==> src/rtl/uart_tx_serializer.sv <==
// UART TX serializer: start, 8 data bits LSB first, parity bit only when UART_TX_PARITY_EN is defined, then 1 or 2 stop bits.
// Latency: line drops the cycle after acceptance; tx_done follows (11 or 10, + two_stop) * CLKS_PER_BIT cycles after acceptance.
// Backpressure: none; tx_start while busy or with tx_en low is dropped, except on the tx_done cycle where it chains a new frame.
module uart_tx_serializer #(
    parameter int unsigned CLKS_PER_BIT = 16,
    parameter logic        IDLE_LEVEL   = 1'b1
) (
    input  logic       clk,
    input  logic       reset,
    input  logic       tx_en,
    input  logic       two_stop,
    input  logic       odd_parity,
    input  logic       tx_start,
    input  logic [7:0] tx_data,
    output logic       tx_serial,
    output logic       tx_busy,
    output logic       tx_done
);

`ifdef UART_TX_PARITY_EN
    typedef enum logic [2:0] {IDLE, START, DATA, PARITY, STOP1, STOP2} state_t;
`else
    typedef enum logic [2:0] {IDLE, START, DATA, STOP1, STOP2} state_t;
`endif

    state_t      state, state_next;
    logic [15:0] cyc_cnt, cyc_next;
    logic [2:0]  bit_idx, bit_next;
    logic [7:0]  shift_reg;
    logic        two_stop_q;
    logic        serial_q, serial_next;
    logic        done_q, done_next;
    logic        accept;
    logic        cyc_term;

`ifdef UART_TX_PARITY_EN
    logic        odd_q;
`else
    logic        unused_odd_parity;
    assign unused_odd_parity = odd_parity;
`endif

    assign accept   = (state == IDLE) && tx_start && tx_en;
    assign cyc_term = (cyc_cnt == 16'(CLKS_PER_BIT - 1));

    always_comb begin
        state_next = state;
        cyc_next   = cyc_cnt;
        bit_next   = bit_idx;
        done_next  = 1'b0;
        if (state != IDLE)
            cyc_next = cyc_term ? 16'd0 : cyc_cnt + 16'd1;
        case (state)
            IDLE: begin
                cyc_next = 16'd0;
                bit_next = 3'd0;
                if (accept)
                    state_next = START;
            end
            START: begin
                if (cyc_term) begin
                    state_next = DATA;
                    bit_next   = 3'd0;
                end
            end
            DATA: begin
                if (cyc_term) begin
                    if (bit_idx == 3'd7) begin
`ifdef UART_TX_PARITY_EN
                        state_next = PARITY;
`else
                        state_next = STOP1;
`endif
                    end else begin
                        bit_next = bit_idx + 3'd1;
                    end
                end
            end
`ifdef UART_TX_PARITY_EN
            PARITY: begin
                if (cyc_term)
                    state_next = STOP1;
            end
`endif
            STOP1: begin
                if (cyc_term) begin
                    if (two_stop_q) begin
                        state_next = STOP2;
                    end else begin
                        state_next = IDLE;
                        done_next  = 1'b1;
                    end
                end
            end
            STOP2: begin
                if (cyc_term) begin
                    state_next = IDLE;
                    done_next  = 1'b1;
                end
            end
            default: state_next = IDLE;
        endcase
    end

    // Line level is computed from the next state so the registered output lines up with the state.
    always_comb begin
        serial_next = IDLE_LEVEL;
        case (state_next)
            START:  serial_next = 1'b0;
            DATA:   serial_next = shift_reg[bit_next];
`ifdef UART_TX_PARITY_EN
            PARITY: serial_next = (^shift_reg) ^ odd_q;
`endif
            default: serial_next = IDLE_LEVEL;
        endcase
    end

    always_ff @(posedge clk) begin
        if (reset) begin
            state      <= IDLE;
            cyc_cnt    <= 16'd0;
            bit_idx    <= 3'd0;
            shift_reg  <= 8'd0;
            two_stop_q <= 1'b0;
`ifdef UART_TX_PARITY_EN
            odd_q      <= 1'b0;
`endif
            serial_q   <= IDLE_LEVEL;
            done_q     <= 1'b0;
        end else begin
            state    <= state_next;
            cyc_cnt  <= cyc_next;
            bit_idx  <= bit_next;
            serial_q <= serial_next;
            done_q   <= done_next;
            if (accept) begin
                shift_reg  <= tx_data;
                two_stop_q <= two_stop;
`ifdef UART_TX_PARITY_EN
                odd_q      <= odd_parity;
`endif
            end
        end
    end

    assign tx_serial = serial_q;
    assign tx_done   = done_q;
    // A request taken on the done cycle keeps busy high so chained frames show no gap.
    assign tx_busy   = (state != IDLE) || (done_q && accept);

endmodule
==> config.mk <==
export PLATFORM = sky130hd
export DESIGN_NAME = uart_tx_serializer
export DESIGN_NICKNAME = d
export VERILOG_FILES = /design/src/rtl/uart_tx_serializer.sv
export SDC_FILE = /design/constraint.sdc
export NUM_CORES = 1
export LEC_CHECK = 0
export CAP_MARGIN = 0
export CELL_PAD_IN_SITES_DETAIL_PLACEMENT = 0
export CELL_PAD_IN_SITES_GLOBAL_PLACEMENT = 1
export CORE_MARGIN = 2
export CORE_UTILIZATION = 42
export DETAILED_ROUTE_END_ITERATION = 6
export PLACE_DENSITY = 0.8
export SYNTH_ARGS = -nofsm -noshare
export SYNTH_HDL_FRONTEND = slang
export SYNTH_SLANG_ARGS = --single-unit
==> constraint.sdc <==
create_clock -name clk -period 2.4 [get_ports clk]
set_input_delay 0.6 -clock clk [delete_from_list [all_inputs] [get_ports clk]]
set_output_delay 0.6 -clock clk [all_outputs]
set_load 0.1 [all_outputs]
==> flow_summary.toml, run 1 <==
[status]
status = "completed"

[clock_tree]
cts_tree = "done"
clkTransAtPathRegs_ns = 0.06
ctsHoldBuffers = 0
root_buffer = "clkbuf_8"
clock_latency_ns = 0.29
numCtsBuffers = 5
clockBufferDepth = 2
cts.sinks = 33
h-tree-depth = 2
post_cts_buffers = 0
post_cts_resized = 0

[global_routing]
antenna_found_initial = 0
grt_util_met3_pct = 6.30
grt_pass1_wl_um = 6210
top_usage_layer = "met2"
grt_pass1_vias = 1405
gr-total-overflow = 0
grt_max_degree = 18
met1_usage_pct = 23.7
grt_util_met2_pct = 28.9
grt_usage_pct = 19.0

[synth]
yosysWarningCount = 0
ys_async_sr_fraction_pct = 0
synthDistinctLibCells = 41
synthCells = 192
ys.flop_type = "dfxtp_1"
synth-seq-cells = 33
synth-simple-area-share_pct = 37.4
yosysSeqAreaShare_pct = 40.4
synth.largest_area_cell = "dfxtp_1"
synth_nets = 208
synth_edf_count = 0
synth_top_family_by_area = "simple AND/OR/NAND/NOR gates"
yosys.area.top_type_share_pct = 40.4
synthAdderAreaFrac_pct = 1.53
synth.mux.area_fraction_pct = 0
yosys-top-cells-area = "dfxtp_1 40%, nand2_1 7.1%, nor2_1 6.2%, xor2_1 5.4%, nand3_1 4.3%"
syn_area_per_cell_um2 = 8.52
synth_area_mm2 = 0.00164
synth_compound_area_share_pct = 10.9
synth_xor_area_share_pct = 8.03

[setup_path]
required_ns = 1.80
rr_worst_depth = 8
worst-setup-path-type = "flip-flop to primary output"
worst_path_max_delay_cell = "nor3_1"
start_kind = "flip-flop"
r2r_start = "cyc_cnt[0]"
crit_chain = "nor3_1 -> nand2_1 -> buf_12"
endpoint_kind = "primary output"
slowest_delay_ns = 0.51
cp_num_buf_inv = 1
r2r_setup_slack_ns = 0.27
cp_max_fo = 10
r2r_end = "tx_serial"
crit_arrival_ns = 1.60
cp_top_family = "simple AND/OR/NAND/NOR gates"

[placement]
post_dp_cell_area_mm2 = 0.00184
port_buffers = 15
gp_congestion = 0.728
dp_hpwl_um = 2560

[timing]
tightest_slew_ns = 0.542
fmax_mhz = 454
period_minus_slack_ns = 2.20
hold_viol_final = 0
rsz0062_at_grt = "no"
slew_violations = 0
post-route-period-util_pct = 91.8
setup_violations = 0
finalClockSkew_ns = 0.00390
setup_tns_ns = 0
max-slew-margin-rel_pct = 63.6

[floorplan]
start_util_pct = 44.0
dieArea_mm2 = 0.00441
dieHeight_um = 66.4
die_w_um = 66.4
pin_count = 17
rows = 22
coreArea_mm2 = 0.00372

[power_and_ir_drop]
p_sw_share_pct = 23.3
sequentialPowerShare_pct = 52.7
p_per_area_mw_per_mm2 = 558
power_frac_comb_pct = 8.4
clkPwrFrac_pct = 38.9
internal_power_uw = 824
switchingPower_uw = 251
peakVddDrop_mv = 0.254
leakage_uw = 0.000688

[drt]
dr_total_vias = 1425
route.antenna.remaining_nets = 0
via_per_inst = 5.52
drcViolationCount = 0
drt_iter0_drc = 77
drt-pass1-iter-count = 4
wl_per_cell_um = 13.8
drt_wl_total_um = 3550

[layout]
regArea_um2 = 661
final_cell_mix = "33 x dfxtp_1, 31 x nand2_1, 27 x nor2_1"
diodes = 0
largest_reg_flops = 16
multi_input_area_um2 = 947
area_growth_pct = 17.9
layout.nets = 226
final_cell_area_mm2 = 0.00193
final_common_cell = "dfxtp_1"
fillers = 369
final_layout_size_suffix_gt1_share_pct = 11.4

[worst_hold_path]
min_to = "shift_reg[5]"
hold_depth = 2
hold_class = "flip-flop to flip-flop"
worstHoldStart = "shift_reg[5]"

[run]
maxCapViolCount = 0
## stage by stage
stage / util (%) / power (µW) / hold slack [ns] / setup WS, ns / cells
2_1_floorplan: - / 628 / 0.413 / 0.0376 / 192
3_3_place_gp: 49.6 / 667 / 0.423 / 0.345 / 251
3_5_place_dp: 49.6 / 669 / 0.450 / 0.294 / 251
4_1_cts: 51.9 / 1090 / 0.459 / 0.179 / 258
5_1_grt: 51.9 / 1120 / 0.482 / 0.0356 / 258
6_report: 51.9 / 1070 / 0.459 / 0.196 / 258
## cell usage after synthesis (2+ instances only)
library cell,count
xnor2_1,5
and3_1,5
nand3_1,14
and4bb_2,2
o221ai_1,2
a21oi_1,11
dfxtp_1,33
clkbuf_1,4
ha_1,2
nand4_2,2
nor3b_1,3
nor2_1,27
nand2_1,31
o31ai_1,4
a31oi_1,2
nor3_1,6
nand4_1,4
nand4b_1,3
xor2_1,10
## final cells by class
type	instances	share of cell area (%)
clock buffer	7	4.48
inverter	1	0.195
multi-input combinational	152	49.1
sequential	33	34.3
tap	48	3.11
timing repair buffer	17	8.83
## worst register-to-register path, cell delays in order, from the launching register on
cell      delay, ns
dfxtp_1        0.37
ha_1           0.24
and4bb_2       0.26
nand4_2        0.19
o221ai_1       0.43
nand4_1        0.18
nand3_1        0.12
nand3b_1       0.11
a41oi_2        0.17
## layer usage
metal,vias up,share of wire (%)
li1,719,-
met5,-,0
met3,6,5.9
met1,661,50
met2,39,43
met4,0,1.7
## power groups by stage
stage	combinational (µW)	clock (µW)	sequential [µW]
after global routing	98.0	460	567
after detailed placement	90.6	0	578
after floorplan	42.8	0	585
final	90.4	418	567
after global placement	89.3	0	578
after CTS	90.7	434	566
## cell families after synthesis
| family | Yosys count |
|---|---|
| AO/OA/AOI/OAI | 26 |
| XOR/XNOR | 15 |
| adder cells (fa/ha/maj) | 2 |
| buffers and inverters | 7 |
| flip-flops | 33 |
| AND/OR/NAND/NOR | 109 |
## worst max-delay path by stage
stage | cells after the start | slack (ns) | startpoint | end
2_1_floorplan | 2 | 0.04 | tx_done | tx_busy
3_3_place_gp | 4 | 0.34 | tx_en | tx_busy
3_5_place_dp | 8 | 0.29 | cyc_cnt[0] | tx_serial
4_1_cts | 3 | 0.18 | state[1] | tx_busy
5_1_grt | 3 | 0.04 | state[1] | tx_busy
6_report | 3 | 0.20 | state[1] | tx_busy
Note: power is estimated with default switching activity, not from simulation.
==> run 2, diff against run 1 <==
Settings changed: CORE_UTILIZATION 42 to 45, PLACE_DENSITY 0.8 to 0.85.
Clock period 2.4 ns to 2.7 ns, I/O delays scaled along.
==> flow_summary.toml, run 2 (same netlist as run 1, synthesis figures left out) <==
[drt]
dr_total_vias = 1395
drt-pass1-iter-count = 4
drt_iter0_drc = 68
wl_per_cell_um = 13.3
via_per_inst = 5.43
route.antenna.remaining_nets = 0
drcViolationCount = 0
drt_wl_total_um = 3410

[power_and_ir_drop]
p_per_area_mw_per_mm2 = 446
p_total_uw = 842
leakage_uw = 0.000671
peakVddDrop_mv = 0.236

[global_routing]
antenna_found_initial = 0
gr-total-overflow = 0
grt_pass1_wl_um = 6010
grt_usage_pct = 18.6
grt_max_degree = 16
grt_pass1_vias = 1368

[layout]
final_cell_area_mm2 = 0.00189
area_growth_pct = 15.5
final_cell_mix = "33 x dfxtp_1, 31 x nand2_1, 27 x nor2_1"
diodes = 0
largest_reg_flops = 16
layout.nets = 226
final_common_cell = "dfxtp_1"
final_layout_size_suffix_gt1_share_pct = 10.9

[timing]
slew_violations = 0
rsz0062_at_grt = "no"
fmax_mhz = 434
post-route-period-util_pct = 85.4
tightest_slew_ns = 0.512
setup_tns_ns = 0
hold_viol_final = 0
setup_slack_ns = 0.394
finalClockSkew_ns = 0.00434
max-slew-margin-rel_pct = 65.6
period_minus_slack_ns = 2.31
setup_violations = 0

[clock_tree]
numCtsBuffers = 5
h-tree-depth = 2
clockBufferDepth = 2
cts_tree = "done"
clock_latency_ns = 0.33
ctsHoldBuffers = 0
root_buffer = "clkbuf_4"
post_cts_buffers = 0
post_cts_resized = 0
cts.sinks = 33
clkTransAtPathRegs_ns = 0.09

[setup_path]
endpoint_kind = "primary output"
cp_num_buf_inv = 1
slowest_delay_ns = 0.49
required_ns = 2.03
critPathLaunch = "state[1]"
cp_max_fo = 10
worst_path_max_delay_cell = "nor3_1"
crit_chain = "nor3_1 -> nand2_1 -> buf_12"
crit_arrival_ns = 1.63
r2r_start = "cyc_cnt[0]"
start_kind = "flip-flop"
worst-setup-path-type = "flip-flop to primary output"
r2r_setup_slack_ns = 0.61
cp_top_family = "simple AND/OR/NAND/NOR gates"

[floorplan]
dieArea_mm2 = 0.00413
pin_count = 17
dieHeight_um = 64.3
coreArea_mm2 = 0.00342
die_w_um = 64.3
start_util_pct = 47.9
rows = 21

[placement]
preCtsSetupSlack_ns = 0.475
post_dp_cell_area_mm2 = 0.00184
gp_congestion = 0.751
dp_hpwl_um = 2470
port_buffers = 15

[status]
status = "completed"

[run]
maxCapViolCount = 0

[worst_hold_path]
hold_class = "flip-flop to flip-flop"
worstHoldStart = "cyc_cnt[0]"
run 2: worst paths after layout:
kind	to	cells after the start
setup reg to reg	tx_serial	8
hold reg to reg	cyc_cnt[0]	1
setup / recovery	tx_busy	3
hold / removal	cyc_cnt[0]	1
run 2: per-layer routing:
| metal | global-route usage [%] | routed length, µm | part of all wire [%] | vias up |
|---|---|---|---|---|
| li1 | - | - | - | 719 |
| met1 | 24.9 | 1740 | 51 | 640 |
| met2 | 28.8 | 1460 | 43 | 34 |
| met3 | 3.87 | 190 | 5.6 | 2 |
| met4 | 8.51 | 18 | 0.53 | 0 |
| met5 | 0 | 0 | 0 | - |
run 2: per-stage QoR:
| step | cells | utilization [%] | hold slack [ns] |
|---|---|---|---|
| after floorplan | 192 | - | 0.413 |
| after global placement | 249 | 53.8 | 0.427 |
| after detailed placement | 249 | 53.8 | 0.431 |
| after CTS | 257 | 55.3 | 0.451 |
| after global routing | 257 | 55.3 | 0.470 |
| final | 257 | 55.3 | 0.451 |
run 2: final cells by class:
class / count / area, µm²
clock buffer: 8 / 48.8
tap: 46 / 57.6
timing repair buffer: 17 / 170
fill: 333 / 1530
inverter: 1 / 3.75
sequential: 33 / 661
multi-input combinational: 152 / 947
run 2: power by group:
part           switching [µW]  internal [µW]  total [µW]
Sequential               6.64            496         503
Combinational            45.2           34.0        79.2
Clock                     156            104         260
Total                     208            634         842
